`config.mk`:
```
export PLATFORM = sky130hd
export DESIGN_NAME = assist_mode_indicator_flat
export DESIGN_NICKNAME = d
export VERILOG_FILES = /design/src/rtl/assist_mode_indicator_if.sv /design/src/rtl/assist_mode_indicator.sv /design/src/flat_wrapper.sv
export SDC_FILE = /design/constraint.sdc
export NUM_CORES = 1
export LEC_CHECK = 0
export BUFFER_PORTS_ARGS = -buffer_cell sky130_fd_sc_hd__buf_2
export CORE_UTILIZATION = 30
export CTS_CLUSTER_DIAMETER = 200
export DETAILED_ROUTE_END_ITERATION = 8
export HOLD_SLACK_MARGIN = 0.05
export PLACE_DENSITY = 0.42
export SKIP_CTS_REPAIR_TIMING = 1
export SKIP_LAST_GASP = 1
export SLEW_MARGIN = 20
export SYNTH_ARGS = -nofsm -noshare
export SYNTH_HDL_FRONTEND = slang
export SYNTH_SLANG_ARGS = --single-unit
```
`constraint.sdc`:
```
create_clock -name clk -period 3.4 [get_ports clk]
set_clock_uncertainty 0.05 [all_clocks]
set_input_delay 0.68 -clock clk [delete_from_list [all_inputs] [get_ports clk]]
set_output_delay 0.68 -clock clk [all_outputs]
set_load 0.02 [all_outputs]
```
`src/rtl/assist_mode_indicator_if.sv`:
```
// Assist-setting / brightness inputs and LED bar outputs of the assist-mode indicator.
interface assist_mode_indicator_if #(
  parameter int unsigned PWM_BITS = 4
);
  logic [1:0]          setting;
  logic [PWM_BITS-1:0] duty;
  logic [3:0]          led;
  logic                busy;

  modport master (output setting, output duty, input led, input busy);
  modport slave  (input setting, input duty, output led, output busy);
endinterface

```
`src/rtl/assist_mode_indicator.sv`:
```
// Drives a 4-LED bar from the assist setting: a PWM-dimmed bar at rest, and
// setting+1 full-brightness confirmation flashes after every setting change.
module assist_mode_indicator #(
  parameter int unsigned CLK_DIV  = 50000,
  parameter int unsigned BLINK_MS = 250,
  parameter int unsigned PWM_BITS = 4
) (
  input  logic                    clk,
  input  logic                    rst,
  assist_mode_indicator_if.slave  bus
);

  localparam int unsigned PW = $clog2(CLK_DIV);
  localparam int unsigned TW = (BLINK_MS > 1) ? $clog2(BLINK_MS) : 1;

  localparam logic [1:0] IDLE = 2'd0;
  localparam logic [1:0] ON   = 2'd1;
  localparam logic [1:0] OFF  = 2'd2;

  logic [1:0]          state, state_d;
  logic [1:0]          setting_q;
  logic [1:0]          flash_left, flash_d;
  logic [PW-1:0]       presc, presc_d;
  logic [TW-1:0]       tcnt, tcnt_d;
  logic [PWM_BITS-1:0] pwm_cnt, pwm_d;
  logic [3:0]          led_d;
  logic                busy_d;
  logic                chg_c;
  logic                tick_c;
  logic                phase_end_c;
  logic                lit_c;

  function automatic logic [3:0] bar(input logic [1:0] s);
    case (s)
      2'd0:    bar = 4'b0001;
      2'd1:    bar = 4'b0011;
      2'd2:    bar = 4'b0111;
      default: bar = 4'b1111;
    endcase
  endfunction

  assign chg_c       = (bus.setting != setting_q);
  assign tick_c      = (presc == PW'(CLK_DIV - 1));
  assign phase_end_c = tick_c && (tcnt == TW'(BLINK_MS - 1));

  // State register and all registered outputs
  always_ff @(posedge clk) begin
    if (rst) begin
      state      <= IDLE;
      setting_q  <= 2'b10;
      flash_left <= 2'd0;
      presc      <= '0;
      tcnt       <= '0;
      pwm_cnt    <= '0;
      bus.led    <= 4'b0000;
      bus.busy   <= 1'b0;
    end else begin
      state      <= state_d;
      setting_q  <= bus.setting;
      flash_left <= flash_d;
      presc      <= presc_d;
      tcnt       <= tcnt_d;
      pwm_cnt    <= pwm_d;
      bus.led    <= led_d;
      bus.busy   <= busy_d;
    end
  end

  // Next-state, counters and output decode; a setting change pre-empts everything
  always_comb begin
    state_d = state;
    flash_d = flash_left;
    presc_d = presc;
    tcnt_d  = tcnt;
    pwm_d   = pwm_cnt + PWM_BITS'(1);
    lit_c   = 1'b0;
    led_d   = 4'b0000;
    busy_d  = 1'b0;

    if (chg_c) begin
      state_d = ON;
      flash_d = bus.setting;
      presc_d = '0;
      tcnt_d  = '0;
    end else begin
      case (state)
        IDLE: begin
          presc_d = '0;
          tcnt_d  = '0;
        end
        ON, OFF: begin
          presc_d = tick_c ? '0 : presc + PW'(1);
          if (tick_c) begin
            tcnt_d = phase_end_c ? '0 : tcnt + TW'(1);
          end
          if (phase_end_c) begin
            if (state == ON) begin
              state_d = OFF;
            end else if (flash_left == 2'd0) begin
              state_d = IDLE;
            end else begin
              flash_d = flash_left - 2'd1;
              state_d = ON;
            end
          end
        end
        default: begin
          state_d = IDLE;
          presc_d = '0;
          tcnt_d  = '0;
        end
      endcase
    end

    // setting_q's next value is always the current setting input
    lit_c = (pwm_d < bus.duty);
    case (state_d)
      ON:      led_d = bar(bus.setting);
      OFF:     led_d = 4'b0000;
      default: led_d = bar(bus.setting) & {4{lit_c}};
    endcase
    busy_d = (state_d != IDLE);
  end

endmodule

```
`src/flat_wrapper.sv`:
```
// flat-port wrapper written by rule: the top's interface ports become plain ports
module assist_mode_indicator_flat 
#(
  parameter int unsigned CLK_DIV  = 50000,
  parameter int unsigned BLINK_MS = 250,
  parameter int unsigned PWM_BITS = 4
)
  (clk, rst, bus_setting, bus_duty, bus_led, bus_busy);
  assist_mode_indicator_if #(.PWM_BITS(PWM_BITS)) bus_i ();
  input  logic clk;
  input  logic rst;
  input wire logic [$bits(bus_i.setting)-1:0] bus_setting;
  input wire logic [$bits(bus_i.duty)-1:0] bus_duty;
  output wire logic [$bits(bus_i.led)-1:0] bus_led;
  output wire logic [$bits(bus_i.busy)-1:0] bus_busy;
  assign bus_i.setting = bus_setting;
  assign bus_i.duty = bus_duty;
  assign bus_led = bus_i.led;
  assign bus_busy = bus_i.busy;
  assist_mode_indicator #(.CLK_DIV(CLK_DIV), .BLINK_MS(BLINK_MS), .PWM_BITS(PWM_BITS)) u_core (.clk(clk), .rst(rst), .bus(bus_i));
endmodule
```
; ---- Word-level counts from Yosys, hierarchy flattened
; Index checks and enable logic that the tools add are counted.
[classes]
add_sub_neg = 4
n_lt_le_gt_ge = 1
n_eq_ne = 11
muxes = 14
n_bitwise = 2
reduce_logical = 12
[ops]
columns = cell, count
row1 = 16-bit by 1-bit adder with 16-bit output (second input constant), 1
row2 = 16-bit == test (second input constant), 1
row3 = 2-bit two-way mux, 8
row4 = 4-bit one-hot mux with 3 select lines, 1
row5 = 8-bit by 1-bit adder with 8-bit output (second input constant), 1
row6 = 8-bit == test (second input constant), 1
row7 = 8-bit two-way mux, 1
row8 = 4-bit one-hot mux with 2 select lines, 1
row9 = 2-bit by 1-bit == test with 1-bit output (second input constant), 3
row10 = 2-bit == test (second input constant), 3
row11 = 2-bit logical NOT, 3
row12 = 2-bit nonzero test, 3
row13 = 4-bit by 1-bit adder with 4-bit output (second input constant), 1
row14 = 4-bit AND, 1
row15 = 4-bit < comparator, 1
row16 = 4-bit two-way mux, 1
row17 = 2-bit by 1-bit inequality test with 1-bit output (second input constant), 2
row18 = 2-bit one-hot mux with 2 select lines, 1
row19 = 4-bit AND reduction, 1
row20 = 2-bit OR reduction, 2
row21 = 4-bit OR reduction, 1
row22 = 3-bit OR reduction, 1
row23 = 2-bit inequality test, 1
row24 = 2-bit by 1-bit subtractor with 2-bit output (second input constant), 1
row25 = 3 further kinds, 3
[totals]
ff_bits = 39
output_inout_bits = 5
wordCells = 52

; ---- Longest topological paths before layout
; Gate-level depths: netlist of the first run.
[depth]
depth_word = 11
ltp_mapped = 12
mapped_depth_nobuf = 11

; ---- Worst setup path after synthesis of the first run
; Ideal clock, no wire load.
[synth_timing]
kind = reg2reg
from = register u_core.presc[5]
to = register u_core.bus.led[1]
setup_ps = 126
arrival_time_ps = 2905
setup_slack_ps = 320
stages_incl_launch_ff = 11
path_buffers = 2
period_less_slack_ps = 3080
cell_sequence = dfxtp_1 or4b_1 or4_1 clkbuf_1 buf_2 o31a_1 a22o_1 ha_1 a21oi_1 a2bb2oi_1 nor2_1
[synth_between]
elab_chain_len = 7
[synth_lines]
columns = item, line
row1 = from (decl), assist_mode_indicator.sv:23  ; logic [PW-1:0] presc, presc_d;
row2 = from (signal assigned), assist_mode_indicator.sv:61  ; presc <= presc_d;
row3 = 16-bit == test (*), assist_mode_indicator.sv:43  ; assign tick_c = (presc == PW'(CLK_DIV - 1));
row4 = 1-bit logical AND (*), assist_mode_indicator.sv:44  ; assign phase_end_c = tick_c && (tcnt == TW'(BLINK_MS - 1));
row5 = 2-bit two-way mux (*), assist_mode_indicator.sv:96  ; if (phase_end_c) begin
row6 = 2-bit one-hot mux with 2 select lines (*), assist_mode_indicator.sv:86  ; case (state)
row7 = 2-bit two-way mux (*), assist_mode_indicator.sv:80  ; if (chg_c) begin
row8 = 2-bit == test or 2-bit by 1-bit == test with 1-bit output (tied branches), assist_mode_indicator.sv:117  ; case (state_d)
row9 = 4-bit one-hot mux with 2 select lines (*), assist_mode_indicator.sv:117
row10 = to (signal assigned), assist_mode_indicator.sv:64  ; bus.led <= led_d;
row11 = to (decl), assist_mode_indicator_if.sv:11  ; modport slave (input setting, input duty, output led, output busy);
; Every way passes the cells marked *; elsewhere a longest branch is shown, timed or not.
; A chain may end at the register's enable or synchronous reset.

; ---- Final worst setup path of the first run
; Ends and elaborated chain as after synthesis.

==> results of run 1 <==
path summary, 6_finish.rpt:
check / startpoint / endpoint / slack, ps / cells past startpoint
worst max-delay path: u_core.presc[5] / u_core.bus.led[1] / 280 / 8
worst min-delay path: u_core.presc[0] / u_core.presc[0] / 420 / 1
worst max register to register: u_core.presc[5] / u_core.bus.led[1] / 280 / 8
worst min register to register: u_core.presc[0] / u_core.presc[0] / 420 / 1
cells in the final DEF, fill, tap and decap left out, drive strengths merged, types with 2 or more instances in the layout:
cell	count
clkbuf	6
o21ai	6
ha	13
nand3	9
dfxtp	39
nand2	10
nor2b	2
or3	6
or4	4
and2	3
a21oi	8
nor4	6
a22o	2
nand4	5
xnor2	14
xor2	5
or4b	3
o31ai	4
nor2	34
buf	15
nor3	7
inv	16
o311ai	2
where the power goes:
part           switching, W   total, W  internal [W]
Sequential       0.00000656   0.000477      0.000471
Combinational     0.0000519  0.0000854     0.0000336
Clock              0.000173   0.000338      0.000166
Total              0.000231   0.000901      0.000670
per-layer routing:
layer	routed length, µm	global-route usage [%]
met5	0	0
met4	80	6.43
met3	88	3.37
met1	1980	17.2
met2	1570	19.2
per-stage QoR:
step	cell area (µm²)	total power [W]	std cells	util (%)
3_5_place_dp	2020	0.000575	300	33.8
3_3_place_gp	2020	0.000576	300	33.8
2_1_floorplan	1880	0.000547	217	-
4_1_cts	2120	0.000921	308	35.4
6_report	2120	0.000901	308	35.4
5_1_grt	2120	0.000955	308	35.4
flip-flops by register name (all words and copies together) (netlist names):
name               cells
u_core.presc          16
u_core.tcnt            8
u_core.bus.led         4
u_core.pwm_cnt         4
u_core.flash_left      2
u_core.setting_q       2
u_core.state           2
u_core.bus.busy        1
final cells by class:
cell class / instances / area, µm² / area share, %
Clock buffer: 6 / 82.6 / 3.89
Clock inverter: 2 / 16.3 / 0.766
Inverter: 16 / 60.1 / 2.83
Multi-Input combinational cell: 155 / 1010 / 47.4
Sequential cell: 39 / 781 / 36.8
Tap cell: 75 / 93.8 / 4.42
Timing Repair Buffer: 15 / 82.6 / 3.89
cells by family (layout without fill, tap and decap cells):
kind of cell	count (synthesis)	count (layout)	share of synthesized area, %
DFF	39	39	41.6
buffers and inverters	23	39	4.73
adders and majority gates	13	13	8.67
and+or+nand+nor	92	92	24.8
AOI/OAI and AO/OA	30	30	10.7
muxes	1	1	0.600
xor gates and xnor gates	19	19	8.87
==> impl_metrics.py, run 1 <==
metrics = {
    "synth": {
        "avgSynthCellArea_um2": 8.65,
        "yosysMostFrequentCell": "dfxtp_1",
        "synthArstFlopShare_pct": 0,
        "postSynthCellCount": 217,
        "synth.top_cell.area_share_pct": 41.6,
        "synth-edff-count": 0,
        "synth_cell_types": 35,
        "synth_area_leader_cell": "dfxtp_1",
        "ys.warnings.count": 0,
        "yosys-top-cells-count": "39 x dfxtp_1, 34 x nor2_1, 16 x inv_1, 14 x xnor2_1, 13 x ha_1",
        "yosysSeqAreaShare_pct": 41.6,
        "synthFlopType": "dfxtp_1",
        "ys_seq_elements": 39,
        "synth_area_um2": 1880,
        "synthTopCellsByArea": "dfxtp_1 42%, ha_1 8.7%, nor2_1 6.8%",
        "synth.net_count": 238,
    },
    "sta": {
        "grt_setup_unrepaired": "no",
        "worst_slew_pin_slew_ps": 731,
        "fin_crit_ps": 3120,
        "finalHoldViolations": 0,
        "period_share_pct": 91.6,
        "fmax_mhz": 321,
        "tns_ps": 0,
        "drv_slew": 0,
        "setup_ws_ps": 284,
        "relSlewSlack_pct": 51.2,
        "finalSetupViolCount": 0,
        "fin_hold_ws_ps": 422,
    },
    "floorplan": {
        "die_area_um2": 6580,
        "row_count": 28,
        "start_util_pct": 31.3,
        "core_area_um2": 5990,
        "ios": 13,
        "die_h_um": 81.1,
        "die_w_um": 81.1,
    },
    "clocking": {
        "tritoncts": "yes",
        "insertion_delay_ps": 300,
        "cts_made_buffers": 5,
        "cts_buffer_depth": 2,
        "htree_levels": 2,
        "clkTransAtPathRegs_ps": 90,
        "root_buffer": "clkbuf_8",
        "clock_sinks": 39,
    },
    "setup_path": {
        "startpoint_type": "register",
        "worst-path-buf-inv": 0,
        "crit_type": "reg -> reg",
        "crit_family": "simple AND/OR/NAND/NOR gates",
        "cp_max_fo": 5,
        "end_kind": "register",
        "cp_slowest_cell": "or4_1",
        "path_cells": "or4b_1, or4_1, o31ai_1, a22o_1, ha_1, a21oi_1, a2bb2oi_1, nor2_1",
        "critical_path_required_ps": 3530,
        "worst_ep_arrival_time_ps": 3250,
        "max_stage_delay_ps": 600,
    },
    "routing": {
        "drcViolationCount": 0,
        "drtIter0Drc": 65,
        "routed_wl_um": 3710,
        "detail-route-antenna-nets": 0,
        "dr.pass1.iters": 4,
        "num_vias": 1494,
        "drt-wirelength-per-cell_um": 12.1,
        "vias_per_cell": 4.85,
    },
    "flow_run": {
        "drv_cap": 0,
    },
    "power_and_ir_drop": {
        "powerDensity_nw_per_um2": 425,
        "power.leakage_nw": 0.728,
        "peakVddDrop_mv": 0.164,
    },
    "placed_design": {
        "gp_congestion": 0.741,
        "dp_hpwl_um": 2650,
        "pre_cts_slack_ps": 268,
        "port_buffers": 12,
    },
    "min_path": {
        "hp-class": "reg -> reg",
    },
    "finish": {
        "syn2layout_area_growth_pct": 13.1,
        "final_nets": 253,
        "drive_gt1_share_pct": 10.7,
        "fillers": 621,
        "diodes": 0,
    },
    "global_route": {
        "overflow": 0,
        "antenna_found_initial": 0,
        "grt_pass1_vias": 1368,
        "grt_max_degree": 22,
        "grt_first_pass_wirelength_um": 6350,
        "grtUsageTotal_pct": 12.9,
    },
    "run_status": {
        "status": "finished, final reports clean",
    },
}
No activity file was read; power rests on OpenSTA's default activity.
==> run 2, diff against run 1 <==
- PLACE_DENSITY: 0.42 -> 0.47
==> run 2 against run 1 <==
Via count is 1.6% lower. Combinational power is 1% lower. Fmax is 0.53% higher. Critical path type unchanged.
==> impl_metrics.py, run 2 (synthesis gave the netlist of run 1 again) <==
metrics = {
    "setup_path": {
        "worst_ep_arrival_time_ps": 3220,
        "critical_path_required_ps": 3520,
        "cp_slowest_cell": "or4_1",
        "r2r_cells": 9,
        "end_kind": "register",
        "max_stage_delay_ps": 600,
        "startpoint_type": "register",
        "path_cells": "or4b_1, or4_1, o31a_1, a22o_1, ha_1, nor3_1, a21oi_1, a2bb2oi_1, nor2_1",
        "cp_max_fo": 5,
        "crit_type": "reg -> reg",
    },
    "power_and_ir_drop": {
        "powerDensity_nw_per_um2": 440,
        "peakVddDrop_mv": 0.204,
        "power.leakage_nw": 0.731,
    },
    "finish": {
        "most-common-layout-cells": "39 x dfxtp_1, 34 x nor2_1, 16 x inv_1",
        "syn2layout_area_growth_pct": 13.5,
        "diodes": 0,
        "largest_reg_flops": 16,
        "drive_gt1_share_pct": 10.3,
        "seq_area_um2": 781,
        "final_nets": 253,
        "fillers": 636,
        "multi_input_comb_area_um2": 1010,
        "reg.largest.list": "u_core.presc: 16 flops, u_core.tcnt: 8 flops",
        "final_common_cell": "dfxtp_1",
        "top_register": "u_core.presc",
        "fin_area_um2": 2130,
    },
    "clocking": {
        "cts_made_buffers": 5,
        "clock_sinks": 39,
        "insertion_delay_ps": 280,
        "cts_buffer_depth": 2,
        "root_buffer": "clkbuf_8",
        "tritoncts": "yes",
        "clkTransAtPathRegs_ps": 80,
        "htree_levels": 2,
    },
    "sta": {
        "period_share_pct": 91.2,
        "setup_ws_ps": 301,
        "grt_setup_unrepaired": "no",
        "relSlewSlack_pct": 54.1,
        "fin_crit_ps": 3100,
        "tns_ps": 0,
        "fmax_mhz": 323,
        "worst_slew_pin_slew_ps": 687,
        "drv_slew": 0,
        "finalHoldViolations": 0,
        "finalSetupViolCount": 0,
        "fin_hold_ws_ps": 416,
    },
    "routing": {
        "dr.pass1.iters": 4,
        "vias_per_cell": 4.79,
        "num_vias": 1470,
        "drcViolationCount": 0,
        "detail-route-antenna-nets": 0,
        "drtIter0Drc": 97,
        "routed_wl_um": 3560,
        "drt-wirelength-per-cell_um": 11.6,
    },
    "min_path": {
        "min_path_cells": 1,
        "hp-class": "reg -> reg",
    },
    "global_route": {
        "grt_pass1_vias": 1307,
        "overflow": 0,
        "antenna_found_initial": 0,
        "grt_max_degree": 22,
        "grtUsageTotal_pct": 11.9,
        "grt_first_pass_wirelength_um": 5910,
    },
    "placed_design": {
        "postPlaceCellArea_um2": 2020,
        "gp_congestion": 0.743,
        "port_buffers": 12,
        "dp_hpwl_um": 2560,
        "pre_cts_slack_ps": 283,
    },
    "floorplan": {
        "start_util_pct": 31.3,
        "die_h_um": 81.1,
        "die_area_um2": 6580,
        "die_w_um": 81.1,
        "core_area_um2": 5990,
        "ios": 13,
        "row_count": 28,
    },
    "flow_run": {
        "drv_cap": 0,
    },
    "run_status": {
        "status": "finished, final reports clean",
    },
}
[run 2: metal layers]
layer  track usage (%)  vias up  wire, µm
li1                  -      785         -
met1              15.2      666      1920
met2              18.7       14      1510
met3              3.37        5        79
met4              4.82        0        51
met5                 0        -         0
[run 2: cell type report]
| cell class | instances | area share, % |
|---|---|---|
| multi-input cells | 155 | 47.3 |
| flip-flops and latches | 39 | 36.6 |
| well taps | 75 | 4.40 |
| repair buffers | 15 | 3.88 |
| clock buffers | 5 | 3.23 |
| inverters | 16 | 2.82 |
| clock inverters | 2 | 1.76 |
[run 2: per-stage QoR]
stage / util [%] / power, W / cells
2_1_floorplan: - / 0.000547 / 217
3_3_place_gp: 33.8 / 0.000575 / 300
3_5_place_dp: 33.8 / 0.000573 / 300
4_1_cts: 35.6 / 0.000954 / 307
5_1_grt: 35.6 / 0.000984 / 307
6_report: 35.6 / 0.000938 / 307
[run 2: power by group]
| part | leakage [nW] | switching (W) | internal (W) |
|---|---|---|---|
| sequential | 0.318 | 0.00000665 | 0.000471 |
| combinational | 0.363 | 0.0000508 | 0.0000334 |
| clock | 0.0502 | 0.000162 | 0.000215 |
[run 2: worst max-delay path: cells and delay by family (launching register included)]
| family | cells | cell delay (ps) |
|---|---|---|
| compound gates | 4 | 990 |
| fa+ha+maj | 1 | 320 |
| flops | 1 | 350 |
| simple gates | 4 | 1260 |
[run 2: worst paths after layout]
kind	startpoint	end	slack, ps
setup / recovery	u_core.presc[5]	u_core.bus.led[1]	300
setup reg to reg	u_core.presc[5]	u_core.bus.led[1]	300
hold reg to reg	u_core.presc[0]	u_core.presc[0]	420
hold / removal	u_core.presc[0]	u_core.presc[0]	420
==> run 3, diff against run 2 <==
- CORE_UTILIZATION: 30 -> 59
- PLACE_DENSITY: 0.47 -> 0.8
==> run 3 against run 2 <==
Wire length is 5.6% lower. Worst setup slack better by 18 ps. Clock-buffer cell count is 1 higher. Clock power is 38% lower. Via count is 2.6% higher. Global-route usage is 11 points higher. Sequential power hardly changed. Die area is 48% lower. Critical path depth stayed put.
==> impl_metrics.py, run 3 (synthesis gave the netlist of run 1 again) <==
metrics = {
    "finish": {
        "final_common_cell": "dfxtp_1",
        "multi_input_comb_area_um2": 1010,
        "fillers": 260,
        "reg.largest.list": "u_core.presc: 16 flops, u_core.tcnt: 8 flops",
        "seq_area_um2": 781,
        "top_register": "u_core.presc",
        "syn2layout_area_growth_pct": 8.80,
        "most-common-layout-cells": "39 x dfxtp_1, 34 x nor2_1, 16 x inv_1",
        "fin_area_um2": 2040,
        "largest_reg_flops": 16,
        "drive_gt1_share_pct": 10.3,
        "diodes": 0,
        "final_nets": 253,
    },
    "setup_path": {
        "worst_ep_arrival_time_ps": 3260,
        "startpoint_type": "register",
        "cp_slowest_cell": "or4_1",
        "ff2ff_setup_slack_ps": 320,
        "cp.depth": 9,
        "worstSetupStartpoint": "u_core.presc[5]",
        "critical_path_required_ps": 3580,
        "worst-path-buf-inv": 0,
        "crit_type": "reg -> reg",
        "path_cells": "or4b_1, or4_1, o31a_1, a22o_1, ha_1, nor3_1, a21oi_1, a2bb2oi_1, nor2_1",
        "cp-endpoint": "u_core.bus.led[2]",
        "max_stage_delay_ps": 600,
        "crit_family": "simple AND/OR/NAND/NOR gates",
        "cp_max_fo": 5,
        "reg2reg_to": "u_core.bus.led[2]",
        "r2r_start": "u_core.presc[5]",
        "r2r_cells": 9,
        "end_kind": "register",
    },
    "clocking": {
        "insertion_delay_ps": 340,
        "clkTransAtPathRegs_ps": 110,
        "root_buffer": "clkbuf_4",
        "clock_sinks": 39,
        "cts_made_buffers": 5,
        "tritoncts": "yes",
        "htree_levels": 2,
        "cts_buffer_depth": 2,
    },
    "floorplan": {
        "die_w_um": 58.4,
        "die_area_um2": 3410,
        "core_area_um2": 3030,
        "row_count": 20,
        "die_h_um": 58.4,
        "start_util_pct": 62.0,
        "ios": 13,
    },
    "flow_run": {
        "drv_cap": 0,
    },
    "placed_design": {
        "dp_hpwl_um": 2450,
        "gp_congestion": 0.791,
        "port_buffers": 12,
        "pre_cts_slack_ps": 305,
        "postPlaceCellArea_um2": 1990,
    },
    "global_route": {
        "grt_first_pass_wirelength_um": 5870,
        "grt_max_degree": 22,
        "antenna_found_initial": 0,
        "overflow": 0,
        "grt_pass1_vias": 1350,
        "grtUsageTotal_pct": 22.6,
    },
    "sta": {
        "tns_ps": 0,
        "period_share_pct": 90.6,
        "grt_setup_unrepaired": "no",
        "fin_crit_ps": 3080,
        "worst_slew_pin_slew_ps": 696,
        "finalHoldViolations": 0,
        "drv_slew": 0,
        "fmax_mhz": 325,
        "relSlewSlack_pct": 53.5,
        "setup_ws_ps": 319,
        "finalSetupViolCount": 0,
    },
    "min_path": {
        "hp-class": "reg -> reg",
    },
    "power_and_ir_drop": {
        "p_int_w": 0.000601,
        "p_seq_share_pct": 59.8,
        "power.leakage_nw": 0.715,
        "pwr-share-clk_pct": 29.3,
        "powerDensity_nw_per_um2": 391,
        "p_sw_w": 0.000197,
        "swShare_pct": 24.7,
        "pwr-share-comb_pct": 10.8,
        "peakVddDrop_mv": 0.347,
    },
    "routing": {
        "routed_wl_um": 3360,
        "drcViolationCount": 0,
        "drt-wirelength-per-cell_um": 12.2,
        "detail-route-antenna-nets": 0,
        "num_vias": 1508,
        "dr.pass1.iters": 4,
        "drtIter0Drc": 83,
        "vias_per_cell": 5.46,
    },
    "run_status": {
        "status": "finished, final reports clean",
    },
}
==> run 3: cell types whose count changed in the layout (fill, tap and decap cells not counted), sizes merged <==
cell,delta
bufinv,-1
clkinv,+1
clkbuf,+1
clkinvlp,-1
==> run 3: final cells by class <==
type / count / share of cell area (%)
clock inverter: 1 / 0.245
sequential: 39 / 38.2
timing repair buffer: 15 / 4.04
inverter: 16 / 2.94
multi-input combinational: 155 / 49.3
tap: 44 / 2.70
clock buffer: 6 / 2.51
==> run 3: metal layers <==
metal  GRT usage, %  wire [µm]  vias to the layer above
met5              0          0                        -
met4           7.48         41                        0
met3           6.81        142                        7
met2           34.2       1450                       31
met1           30.9       1730                      685
li1               -          -                      785
==> run 3: worst min path at each step <==
stage	slack [ps]	from	endpoint	cells after the start
final	420	u_core.presc[0]	u_core.presc[0]	1
after floorplan	380	u_core.pwm_cnt[0]	u_core.pwm_cnt[0]	1
after CTS	430	u_core.presc[0]	u_core.presc[0]	1
after detailed placement	400	u_core.presc[0]	u_core.presc[0]	1
after global placement	390	u_core.presc[0]	u_core.presc[0]	1
after global routing	440	u_core.presc[0]	u_core.presc[0]	1
==> run 3: power by group through the flow <==
stage           logic, W  registers, W  clock network, W
6_report       0.0000865      0.000477          0.000234
5_1_grt        0.0000979      0.000479          0.000263
4_1_cts        0.0000863      0.000477          0.000244
3_5_place_dp   0.0000862      0.000488                 0
3_3_place_gp   0.0000840      0.000488                 0
2_1_floorplan  0.0000515      0.000495                 0
==> run 3: metrics by stage <==
stage / total power [W] / utilization, % / hold slack [ps] / instances
after global routing: 0.000840 / 67.4 / 444 / 276
after CTS: 0.000808 / 67.4 / 426 / 276
after detailed placement: 0.000574 / 65.6 / 400 / 269
after floorplan: 0.000547 / - / 377 / 217
final: 0.000798 / 67.4 / 418 / 276
after global placement: 0.000572 / 65.6 / 391 / 269
